File: src/rtl/tennis_pkg.sv
// Shared definitions for the tennis game blocks: FSM state codes,
// default ball-bus width and the LFSR feedback tap mask.
package tennis_pkg;

  localparam int unsigned LED_W_DEF = 16;

  // 8-bit Fibonacci LFSR taps 8,6,5,4 -> register bits 7,5,4,3.
  localparam logic [7:0] LFSR_TAPS = 8'hB8;

  // auto_player FSM state encoding (also driven out on state_dbg).
  localparam logic [2:0] ST_WATCH   = 3'd0;
  localparam logic [2:0] ST_WAIT    = 3'd1;
  localparam logic [2:0] ST_PRESS   = 3'd2;
  localparam logic [2:0] ST_HOLDOFF = 3'd3;
  localparam logic [2:0] ST_MISSED  = 3'd4;

endpackage

File: src/rtl/lfsr8.sv
// Free-running 8-bit Fibonacci LFSR (taps 8,6,5,4).
// Ports:
//   clk       - system clock
//   reset_clk - synchronous active-low reset, loads SEED
//   lfsr_o    - current LFSR value (never zero for a nonzero SEED)
module lfsr8
  import tennis_pkg::*;
#(
  parameter logic [7:0] SEED = 8'hA5
) (
  input  logic       clk,
  input  logic       reset_clk,
  output logic [7:0] lfsr_o
);

  logic [7:0] lfsr_q;
  logic [7:0] lfsr_d;

  // Shift left, feedback is the XOR of the tapped bits.
  always_comb begin
    lfsr_d = {lfsr_q[6:0], ^(lfsr_q & LFSR_TAPS)};
  end

  always_ff @(posedge clk) begin
    if (!reset_clk) begin
      lfsr_q <= SEED;
    end else begin
      lfsr_q <= lfsr_d;
    end
  end

  assign lfsr_o = lfsr_q;

endmodule

File: src/rtl/auto_player.sv
// Automated tennis opponent: watches the ball-position bus and presses
// the button after a reaction delay, with a pseudo-random miss rate and
// an auto-serve when the ball sits parked in the hit zone.
// Ports:
//   clk       - system clock
//   reset_clk - synchronous active-low reset
//   enable    - 1 = active, 0 = forced to WATCH with button low
//   led       - ball position bus (only bit HIT_IDX is used)
//   but       - registered button press
//   hits      - presses issued, saturating at 255
//   misses    - deliberate misses, saturating at 255
//   state_dbg - current FSM state code
module auto_player
  import tennis_pkg::*;
#(
  parameter int unsigned LED_W        = LED_W_DEF,
  parameter int unsigned HIT_IDX      = 15,
  parameter int unsigned REACT_CYCLES = 4,
  parameter int unsigned PRESS_CYCLES = 2,
  parameter logic [7:0]  MISS_THRESH  = 8'd32,
  parameter int unsigned SERVE_WAIT   = 64,
  parameter logic [7:0]  LFSR_SEED    = 8'hA5
) (
  input  logic             clk,
  input  logic             reset_clk,
  input  logic             enable,
  input  logic [LED_W-1:0] led,
  output logic             but,
  output logic [7:0]       hits,
  output logic [7:0]       misses,
  output logic [2:0]       state_dbg
);

  localparam int unsigned CNT_MAX = (REACT_CYCLES > PRESS_CYCLES) ? REACT_CYCLES : PRESS_CYCLES;
  localparam int unsigned CNT_W   = $clog2(CNT_MAX + 1);
  localparam int unsigned PK_W    = $clog2(SERVE_WAIT + 1);

  logic [2:0]       state_q, state_d;
  logic [CNT_W-1:0] cnt_q, cnt_d;
  logic [PK_W-1:0]  park_q, park_d;
  logic [7:0]       hits_q, hits_d;
  logic [7:0]       misses_q, misses_d;
  logic             but_q, but_d;
  logic             zone_q;

  logic [7:0]       lfsr_c;
  logic             zone_c;
  logic             rise_c;
  logic             miss_c;
  logic [7:0]       unused_diff;
  logic             unused_led;

  lfsr8 #(
    .SEED (LFSR_SEED)
  ) u_lfsr (
    .clk       (clk),
    .reset_clk (reset_clk),
    .lfsr_o    (lfsr_c)
  );

  assign zone_c     = led[HIT_IDX];
  assign rise_c     = zone_c & ~zone_q;
  assign unused_led = ^led;

  // lfsr < MISS_THRESH taken as the borrow of a 9-bit subtraction.
  assign {miss_c, unused_diff} = 9'(lfsr_c) - 9'(MISS_THRESH);

  // Next-state and output logic.
  always_comb begin
    state_d  = state_q;
    cnt_d    = cnt_q;
    park_d   = '0;
    hits_d   = hits_q;
    misses_d = misses_q;

    if (!enable) begin
      state_d = ST_WATCH;
      cnt_d   = '0;
    end else begin
      case (state_q)
        ST_WATCH: begin
          if (rise_c) begin
            if (miss_c) begin
              state_d = ST_MISSED;
              if (misses_q != 8'hFF) misses_d = misses_q + 8'd1;
            end else begin
              state_d = ST_WAIT;
              cnt_d   = CNT_W'(REACT_CYCLES - 1);
            end
          end else if (zone_c) begin
            // Parked ball: serve once it has sat SERVE_WAIT sampled cycles.
            if (park_q == PK_W'(SERVE_WAIT - 1)) begin
              state_d = ST_PRESS;
              cnt_d   = CNT_W'(PRESS_CYCLES - 1);
              if (hits_q != 8'hFF) hits_d = hits_q + 8'd1;
            end else begin
              park_d = park_q + PK_W'(1);
            end
          end
        end
        ST_WAIT: begin
          if (cnt_q == '0) begin
            state_d = ST_PRESS;
            cnt_d   = CNT_W'(PRESS_CYCLES - 1);
            if (hits_q != 8'hFF) hits_d = hits_q + 8'd1;
          end else begin
            cnt_d = cnt_q - CNT_W'(1);
          end
        end
        ST_PRESS: begin
          if (cnt_q == '0) begin
            state_d = ST_HOLDOFF;
          end else begin
            cnt_d = cnt_q - CNT_W'(1);
          end
        end
        ST_HOLDOFF, ST_MISSED: begin
          if (!zone_c) state_d = ST_WATCH;
        end
        default: begin
          state_d = ST_WATCH;
          cnt_d   = '0;
        end
      endcase
    end

    but_d = (state_d == ST_PRESS);
  end

  // State and output registers.
  always_ff @(posedge clk) begin
    if (!reset_clk) begin
      state_q  <= ST_WATCH;
      cnt_q    <= '0;
      park_q   <= '0;
      hits_q   <= '0;
      misses_q <= '0;
      but_q    <= 1'b0;
      zone_q   <= 1'b0;
    end else begin
      state_q  <= state_d;
      cnt_q    <= cnt_d;
      park_q   <= park_d;
      hits_q   <= hits_d;
      misses_q <= misses_d;
      but_q    <= but_d;
      zone_q   <= zone_c;
    end
  end

  assign but       = but_q;
  assign hits      = hits_q;
  assign misses    = misses_q;
  assign state_dbg = state_q;

endmodule

File: config.mk
export PLATFORM = sky130hd
export DESIGN_NAME = auto_player
export DESIGN_NICKNAME = d
export VERILOG_FILES = /design/src/rtl/tennis_pkg.sv /design/src/rtl/lfsr8.sv /design/src/rtl/auto_player.sv
export SDC_FILE = /design/constraint.sdc
export NUM_CORES = 1
export LEC_CHECK = 0
export ABC_AREA = 1
export CAP_MARGIN = 20
export CORE_MARGIN = 5
export CORE_UTILIZATION = 41
export DETAILED_ROUTE_END_ITERATION = 6
export PLACE_DENSITY = 0.73
export SLEW_MARGIN = 20
export SYNTH_ARGS = -nofsm -noshare
export SYNTH_HDL_FRONTEND = slang
export SYNTH_SLANG_ARGS = --single-unit
File: constraint.sdc
create_clock -name clk -period 1.35 [get_ports clk]
set_input_delay 0.27 -clock clk [delete_from_list [all_inputs] [get_ports clk]]
set_output_delay 0.27 -clock clk [all_outputs]
set_load 0.1 [all_outputs]
==> results.md <==
- CTS buffer count: 5
- # DRC: 0
- Mapped Cells: 300
- Mapped Avg Cell Area: about 7 sq um
- Final ANT Viol Nets: 0
- Clock latency on the worst-skew pair: between 0.2 and 0.3 ns
- Max_cap viols: 0
- Area delta synth->final: 51.76%
- GRT Total Usage: roughly 15%
- Syn Nets: 324
- Final setup viols: 1
- Vias in the first global route: between 1500 and 2000
- Layout cell share with drive strength beyond 1: 42.05%
- 1st-iter DRT viols: 95
- CP max FO: 6
- HP Start: u_lfsr.lfsr_o[1]
- Hold Slack: 0.4166 ns
- Count of final hold-check violations: 0
- IO buf count: 23
- First-pass GRT wire length: roughly 8000 microns
- Worst vdd rail ir drop: between 0.5 and 0.6 mV
- Ys flop type: dfxtp_1
- Root buf cell: clkbuf_8
- Largest net degree at the start of global routing: 13
- Number of synthesized flops with an enable pin: 0
- Post-Syn Area: 2137 sq um
- Post-DP Area: 2925 sq um
- Initial core utilization: a little over two fifths
- CTS H-tree depth: 2
- Total congestion overflow: 0
- Io pins: 39
- Tmin final: 1.354 ns
- CP arrival: 1.58 ns
- Launch point of the worst path: cnt_q[0]
- Ys Warns: 0
- Vias per cell: a little under 5
- Sequential fraction of the synthesis area: a little over a third
- Total chip power: roughly 2600 uW
- Slew Viols, Final: 0
- Finished Layout Cells: approximately 420
- Detailed Place HPWL: 3539 microns
- RSZ-0062 raised after global routing: yes
- Core box area: between 5000 and 6000 sq um
- Final nets: 375
- Worst-margin pin slew: just under 0.3 ns
- Total wire length: 5035 microns
- Via count: around 2000
- Setup CP Type: reg -> reg
- Run status: finished with violations
- TNS Setup: -0.004419 ns
- Final worst slack: -0.004419 ns
- Async SR Flop Fraction: 0%
- Final period util: 100.3%
- # clock sinks: 39
- Worst Hold Class: reg -> reg
- Die Wd: ~80 microns
- Fin Clk Skew: around 0.0086 ns
- Die extent in y: a little over 80 microns
- Max transition margin: between 80% and 90%
- Yosys cell types: 35
- Achievable Freq: about 740 MHz
- Yosys reg bits: 39
- ANT cells: 0
- Worst setup EP type: flop
- Placed cell count: 410
- Failing checks: setup timing
- WL/cell: roughly 12 microns
- R2R depth: 10
- CTS tree: done
- Startpoint types: flop
- Critical Path RT: about 1.6 ns
- Reg clk slew, reported paths: 0.08 ns
- Finished Cell Area: around 3200 sq um
- P_leak: roughly 0.0014 uW
- Die ar.: ~6800 sq um
- Longest Clk Path Bufs: 2
- DRT Pass-1 Iters: 4
- Initial antenna violation count: 0
- Routability congestion estimate: 0.8664
- PwrDens: about 800 nW/um^2
- # hold bufs at CTS: 0
- Worst R2R Start: cnt_q[0]
- Placement row count: 26
- Hold Crit Depth: 1
## cell usage in the layout, fill, tap and decap left out, types with 6 or more instances in the layout
| master | instances |
|---|---|
| o21ai_0 | 7 |
| dfxtp_1 | 17 |
| nand2_2 | 12 |
| nand3_2 | 7 |
| dfxtp_2 | 7 |
| nor2_2 | 6 |
| a21oi_1 | 13 |
| nand2_1 | 71 |
| nand3_1 | 16 |
| nor2_1 | 23 |
| inv_2 | 7 |
| clkbuf_8 | 6 |
| buf_4 | 20 |
| buf_12 | 21 |
| dfxtp_4 | 15 |
| xor2_1 | 9 |
| inv_1 | 30 |
| a21oi_2 | 9 |
| nor2_4 | 10 |
## synthesized netlist by cell type (2+ instances only)
cell,count,area share [%]
nand4_1,4,1.2
inv_2,3,0.53
inv_1,34,6.0
nand2_2,3,0.88
xnor2_1,2,0.82
nor2_2,6,1.8
nand3_1,20,4.7
nand2_4,2,1.1
o21ai_0,8,1.9
xor2_1,9,3.7
nand3_2,5,2.3
nor2_4,3,1.6
nor2_1,30,5.3
nor3_1,3,0.70
dfxtp_1,39,37
or2_2,4,1.2
a21oi_2,3,1.2
nand2_1,83,15
a21oi_1,19,4.4
ha_1,5,2.9
## power by group
group / leakage, uW / internal [uW] / switching, uW / total, uW
Combinational: 0.000960 / 162 / 235 / 397
Sequential: 0.000333 / 1150 / 28.9 / 1180
Clock: 0.0000612 / 598 / 417 / 1020
## worst max-delay path, cell delays in order, from the launching register on
cell     delay, ns
dfxtp_2       0.33
inv_2         0.09
ha_4          0.14
nand2_4       0.06
buf_6         0.12
nor2_4        0.08
inv_2         0.06
nand2_4       0.09
buf_12        0.12
nand3_1       0.09
a21oi_2       0.13
## final timing paths
check	end	slack (ns)
min	u_lfsr.lfsr_o[2]	0.42
min reg2reg	u_lfsr.lfsr_o[2]	0.42
max	hits[2]	-0.004
max reg2reg	hits[2]	-0.004
## sequential cells by signal, indices dropped and copies added, names as in the netlist
name / count
hits: 8
misses: 8
u_lfsr.lfsr_o: 8
park_q: 7
cnt_q: 3
state_dbg: 3
but: 1
zone_q: 1
## timing repair
item                       4_1_cts  5_1_grt
gates cloned                     0        1
resized for setup                8       37
buffers inserted                 2        1
setup endpoints to repair       19       28
pin swaps                        9       18
## layout make-up
class,instances,area (sq um)
repair buffers,46,621.8
well taps,70,87.58
inverters,41,166.4
fillers,443,1832
clock inverters,2,35.03
multi-input cells,218,1404
clock buffers,6,82.58
flip-flops and latches,39,845.8
## through the flow
stage | setup WS (ns) | util (%)
floorplan | -0.05180 | -
global placement | -0.2781 | 57.64
detailed placement | -0.3269 | 57.64
CTS | -0.008975 | 60.53
global route | -0.08532 | 63.91
finish | -0.004419 | 63.91
## per-layer routing
layer  vias to the layer above  track usage [%]  part of all wire [%]
met5                         -                0                     0
met4                         0            4.983                   1.5
met3                         8            3.796                   3.0
met2                        30            25.64                    51
met1                       954            19.44                    44
li1                       1056                -                     -
## logic make-up after synthesis
| kind of cell | Yosys count | synth area share [%] |
|---|---|---|
| flip-flops | 39 | 36.53 |
| AO/OA/AOI/OAI | 33 | 8.607 |
| adder cells (fa/ha/maj) | 5 | 2.927 |
| AND/OR/NAND/NOR | 168 | 38.88 |
| buffers and inverters | 44 | 8.547 |
| XOR/XNOR | 11 | 4.509 |
Power figures use the tool's default switching activity.
